File: config.mk
export PLATFORM = sky130hd
export DESIGN_NAME = router_fsm
export DESIGN_NICKNAME = d
export VERILOG_FILES = /design/src/rtl/router_pkg.sv /design/src/rtl/router_fsm.sv
export SDC_FILE = /design/constraint.sdc
export NUM_CORES = 1
export LEC_CHECK = 0
export ABC_AREA = 1
export BUFFER_PORTS_ARGS = -buffer_cell sky130_fd_sc_hd__buf_2
export CAP_MARGIN = 0
export CORE_MARGIN = 2
export CORE_UTILIZATION = 49
export DETAILED_ROUTE_END_ITERATION = 16
export PLACE_DENSITY_LB_ADDON = 0.3
export SYNTH_ARGS = -nofsm -noshare
export SYNTH_HDL_FRONTEND = slang
export SYNTH_SLANG_ARGS = --single-unit
File: constraint.sdc
create_clock -name clk -period 1.6 [get_ports clk]
set_input_delay 0.16 -clock clk [delete_from_list [all_inputs] [get_ports clk]]
set_output_delay 0.16 -clock clk [all_outputs]
set_load 0.005 [all_outputs]
File: src/rtl/router_pkg.sv
// Shared state encoding and address constants for the 1x3 router input path.
// Latency: n/a (declarations only).
// Backpressure: n/a.
package router_pkg;

    // 3-bit FSM encoding; values are fixed because other router blocks decode them.
    typedef enum logic [2:0] {
        DECODE_ADDRESS     = 3'd0,
        LOAD_FIRST_DATA    = 3'd1,
        LOAD_DATA          = 3'd2,
        LOAD_PARITY        = 3'd3,
        FIFO_FULL_STATE    = 3'd4,
        LOAD_AFTER_FULL    = 3'd5,
        WAIT_TILL_EMPTY    = 3'd6,
        CHECK_PARITY_ERROR = 3'd7
    } state_t;

    localparam logic [1:0] ADDR0 = 2'd0;
    localparam logic [1:0] ADDR1 = 2'd1;
    localparam logic [1:0] ADDR2 = 2'd2;

    // Only three output channels exist; address 3 is a malformed header.
    function automatic logic addr_is_valid(input logic [1:0] a);
        return (a == ADDR0) || (a == ADDR1) || (a == ADDR2);
    endfunction

endpackage

File: src/rtl/router_fsm.sv
// Router input control FSM: decodes header address, sequences header/payload/parity/stall phases.
// Latency: state and all outputs update on the clock edge after the deciding inputs (Moore, registered).
// Backpressure: busy tells the source to hold data in every state except DECODE_ADDRESS and LOAD_DATA.
//
// Ports:
//   clk, rst                       clock, asynchronous active-high reset
//   pkt_valid, data_in[1:0]        source packet strobe and header address bits
//   fifo_full                      selected destination FIFO full
//   fifo_empty_0..2                per-channel FIFO empty
//   soft_reset_0..2                per-channel read-timeout soft reset
//   parity_done, low_pkt_valid     status from the packet register datapath
//   detect_add .. rst_int_reg      one-hot style state indications
//   write_enb_reg, busy            FIFO write enable and source hold request
module router_fsm
    import router_pkg::*;
(
    input  logic       clk,
    input  logic       rst,
    input  logic       pkt_valid,
    input  logic [1:0] data_in,
    input  logic       fifo_full,
    input  logic       fifo_empty_0,
    input  logic       fifo_empty_1,
    input  logic       fifo_empty_2,
    input  logic       soft_reset_0,
    input  logic       soft_reset_1,
    input  logic       soft_reset_2,
    input  logic       parity_done,
    input  logic       low_pkt_valid,
    output logic       detect_add,
    output logic       lfd_state,
    output logic       ld_state,
    output logic       laf_state,
    output logic       full_state,
    output logic       rst_int_reg,
    output logic       write_enb_reg,
    output logic       busy
);

    state_t     state;
    state_t     next_state;
    logic [1:0] addr_q;

    logic       empty_sel_q;   // fifo_empty of the latched channel
    logic       soft_rst_sel;  // soft_reset of the latched channel
    logic       empty_sel_in;  // fifo_empty of the channel named by the incoming header

    // Channel selection on the latched address (address 3 selects nothing).
    always_comb begin
        empty_sel_q  = 1'b0;
        soft_rst_sel = 1'b0;
        case (addr_q)
            ADDR0: begin empty_sel_q = fifo_empty_0; soft_rst_sel = soft_reset_0; end
            ADDR1: begin empty_sel_q = fifo_empty_1; soft_rst_sel = soft_reset_1; end
            ADDR2: begin empty_sel_q = fifo_empty_2; soft_rst_sel = soft_reset_2; end
            default: begin empty_sel_q = 1'b0; soft_rst_sel = 1'b0; end
        endcase
    end

    // Separate selection on the live header bits, used only while decoding.
    always_comb begin
        empty_sel_in = 1'b0;
        case (data_in)
            ADDR0:   empty_sel_in = fifo_empty_0;
            ADDR1:   empty_sel_in = fifo_empty_1;
            ADDR2:   empty_sel_in = fifo_empty_2;
            default: empty_sel_in = 1'b0;
        endcase
    end

    always_comb begin
        next_state = state;
        case (state)
            DECODE_ADDRESS: begin
                if (pkt_valid && addr_is_valid(data_in))
                    next_state = empty_sel_in ? LOAD_FIRST_DATA : WAIT_TILL_EMPTY;
            end
            LOAD_FIRST_DATA: next_state = LOAD_DATA;
            LOAD_DATA: begin
                // A full FIFO beats the end of packet; low_pkt_valid recovers the parity path later.
                if (fifo_full)       next_state = FIFO_FULL_STATE;
                else if (!pkt_valid) next_state = LOAD_PARITY;
            end
            FIFO_FULL_STATE: begin
                if (!fifo_full) next_state = LOAD_AFTER_FULL;
            end
            LOAD_AFTER_FULL: begin
                if (parity_done)        next_state = DECODE_ADDRESS;
                else if (low_pkt_valid) next_state = LOAD_PARITY;
                else                    next_state = LOAD_DATA;
            end
            LOAD_PARITY: next_state = CHECK_PARITY_ERROR;
            CHECK_PARITY_ERROR: next_state = fifo_full ? FIFO_FULL_STATE : DECODE_ADDRESS;
            WAIT_TILL_EMPTY: begin
                if (empty_sel_q) next_state = LOAD_FIRST_DATA;
            end
            default: next_state = DECODE_ADDRESS;
        endcase
        // A read timeout on our own channel abandons the packet from any state.
        if (soft_rst_sel)
            next_state = DECODE_ADDRESS;
    end

    // Outputs are registered as a decode of the next state, so they always match
    // the registered state and have no combinational path from inputs.
    always_ff @(posedge clk or posedge rst) begin
        if (rst) begin
            state         <= DECODE_ADDRESS;
            addr_q        <= ADDR0;
            detect_add    <= 1'b1;
            lfd_state     <= 1'b0;
            ld_state      <= 1'b0;
            laf_state     <= 1'b0;
            full_state    <= 1'b0;
            rst_int_reg   <= 1'b0;
            write_enb_reg <= 1'b0;
            busy          <= 1'b0;
        end else begin
            state <= next_state;
            if (state == DECODE_ADDRESS && pkt_valid)
                addr_q <= data_in;
            detect_add    <= (next_state == DECODE_ADDRESS);
            lfd_state     <= (next_state == LOAD_FIRST_DATA);
            ld_state      <= (next_state == LOAD_DATA);
            laf_state     <= (next_state == LOAD_AFTER_FULL);
            full_state    <= (next_state == FIFO_FULL_STATE);
            rst_int_reg   <= (next_state == CHECK_PARITY_ERROR);
            write_enb_reg <= (next_state == LOAD_DATA) || (next_state == LOAD_PARITY) ||
                             (next_state == LOAD_AFTER_FULL);
            busy          <= !((next_state == DECODE_ADDRESS) || (next_state == LOAD_DATA));
        end
    end

endmodule

==> metrics.yaml <==
clock_tree:
  cts_tree: "yes"
  clk_pin_slew_ns: 0.07
  cts_buffers: 3
  h-tree-depth: 1
  postCtsSetupRepairBufs: 0
  cts.sinks: 13
  cts.path.max_buffers: 2
  worstSkewPairLatency_ns: 0.27
  cts.root.buffer_cell: "clkbuf_4"
drt:
  dr.pass1.iters: 4
  wl_per_cell_um: 9.806
  vias: 698
  first_iter_violations: 9
  ant_nets: 0
  routed_via_density: 4.847
  drt_wl_total_um: 1412
  drc: 0
placed_design:
  pre_cts_ws_ns: 0.2066
  place.detailed.hpwl_um: 1176
  gp_congestion: 0.8445
  port_buffers: 21
finish:
  layout_commonest_cell: "nand2_1"
  layout-drive-gt1-share_pct: 32.03
  antennaDiodeCount: 0
  largest_register_ffs: 3
  regMostFlops: "state"
  nNetsFinal: 143
  largestRegisters: "state (3), addr_q (2)"
  final_cell_mix: "nand2_1, buf_2, inv_1, nand3_1, dfrtp_1"
  syn_to_final_growth_pct: 21.64
worst_setup_path:
  critPathMaxFanout: 6
  cp_top_family: "simple AND/OR/NAND/NOR gates"
  crit_chain: "inv_2 -> nand2_1 -> nor2_1 -> nand4_1 -> nand3_1 -> nand2_2 -> inv_2 -> nand2_1 -> nand2_1"
  critPathLaunchType: "flop"
  path_buf_inv: 2
  cp_common_cell: "nand2_1"
  worstPathArrival_ns: 1.61
  critPathMaxStageDelay_ns: 0.45
  cpMaxStageDelayCell: "dfrtp_1"
  cp-end-kind: "flop"
  cp.required_ns: 1.81
  r2r_start: "state[0]$_DFF_PP0_"
  crit_path_start: "state[0]$_DFF_PP0_"
  crit_type: "flop to flop"
timing:
  tightest_slew_ns: 0.4718
  finalHoldViolCount: 0
  setup_viol: 0
  drv_slew: 0
  period_minus_slack_ns: 1.399
  max_slew_margin_pct: 68.51
  finalClockSkew_ns: 0.003564
  worst_slack_ns: 0.2014
  fmax_mhz: 715.0
  grt_setup_unrepaired: "no"
  timing.final.crit_share_pct: 87.41
  fin_tns_setup_ns: 0
power_and_ir_drop:
  power.leakage_nw: 0.5392
  power_density_mw_per_mm2: 1627
  vdd_drop_max_mv: 1.115
min_path:
  hold_class: "input port to flop"
  min_from: "data_in[1]"
die:
  initial_core_util_pct: 50.68
  core_area_mm2: 0.001471
  dieArea_mm2: 0.001850
  row_count: 14
  die_w_um: 43.01
  die_h_um: 43.01
  io_pins: 22
logic_synthesis:
  syn_avg_cell_area_um2: 7.311
  synth_top_cell_area_share_pct: 40.27
  synth_largest_area_cell: "dfrtp_1"
  ys_seq_area_share_pct: 43.79
  syn_area_um2: 745.7
  synthTopCellsByArea: "dfrtp_1, nand2_1, nand3_1"
  ys_ff_latch: 13
  synth_cell_types: 18
  yosysWarnings: 0
  syn_nets: 116
  syn-instance-count: 102
global_routing:
  grt_pass1_wl_um: 2490
  grt_pass1_vias: 652
  grt_max_degree: 14
  antenna_found_initial: 0
  track_usage_pct: 17.74
  overflow: 0
run:
  cap_violations: 0
status:
  status: "complete, no violations"
## cells by family after synthesis
kind of cell,Yosys count,synth area share (%)
flip-flops,13,43.79
AND/OR/NAND/NOR,66,43.46
AO/OA/AOI/OAI,5,3.692
buffers and inverters,18,9.060
## cell type report
cell class / count / area [um2]
fill: 140 / 564.3
multi-input combinational: 71 / 351.6
sequential: 13 / 326.6
timing repair buffer: 22 / 115.1
inverter: 18 / 67.56
clock buffer: 4 / 26.28
tap: 16 / 20.02
## through the flow
step | hold slack, ns | cells | power [mW] | util (%) | instance area (um2)
finish | 0.2090 | 144 | 1.476 | 61.65 | 907.1
global route | 0.2260 | 144 | 1.632 | 61.65 | 907.1
CTS | 0.2006 | 144 | 1.494 | 61.65 | 907.1
detailed placement | 0.1898 | 139 | 1.295 | 59.18 | 870.8
global placement | 0.1804 | 139 | 1.276 | 59.18 | 870.8
floorplan | 0.03624 | 102 | 1.101 | - | 745.7
## worst paths after layout
| kind | end | slack [ns] | cells after the start |
|---|---|---|---|
| min | addr_q[1]$_DFFE_PP0P_ | 0.21 | 3 |
| min reg2reg | addr_q[1]$_DFFE_PP0P_ | 0.59 | 2 |
| min in group asynchronous | lfd_state$_DFF_PP0_ | 0.44 | 3 |
| max | write_enb_reg$_DFF_PP0_ | 0.20 | 9 |
| max reg2reg | write_enb_reg$_DFF_PP0_ | 0.20 | 9 |
| max in group asynchronous | detect_add$_DFF_PP1_ | 0.81 | 3 |
## synthesized netlist by cell type
library cell,n
a21boi_1,1
a21oi_1,2
dfrtp_1,12
dfstp_2,1
inv_1,15
inv_2,3
nand2_1,24
nand2_2,5
nand3_1,13
nand3_2,1
nand3b_1,1
nand4_1,3
nor2_1,11
nor2_2,5
nor2_4,1
nor3_2,1
nor3b_1,1
o21ai_0,2
## repair_timing
action	CTS	global route
hold buffers	1	0
hold endpoints to repair	12	0
resized for setup	0	0
## layer usage
metal	global-route usage, %	part of all wire (%)
met1	22.65	46
met2	30.00	48
met3	6.383	6.0
met4	1.818	0
met5	0	0
## report_power, final
group | leakage [nW] | switching [mW] | total [mW] | internal, mW
logic | 0.356 | 0.473 | 0.743 | 0.271
registers | 0.168 | 0.0881 | 0.545 | 0.457
clock network | 0.0150 | 0.0916 | 0.188 | 0.0966
## worst reg2reg max path, delay by kind of cell, from the launching register on
family | cells | cell delay, ns
AND/OR/NAND/NOR | 7 | 0.69
buffers and inverters | 2 | 0.21
flip-flops | 1 | 0.45
Note: power is estimated with default switching activity, not from simulation.
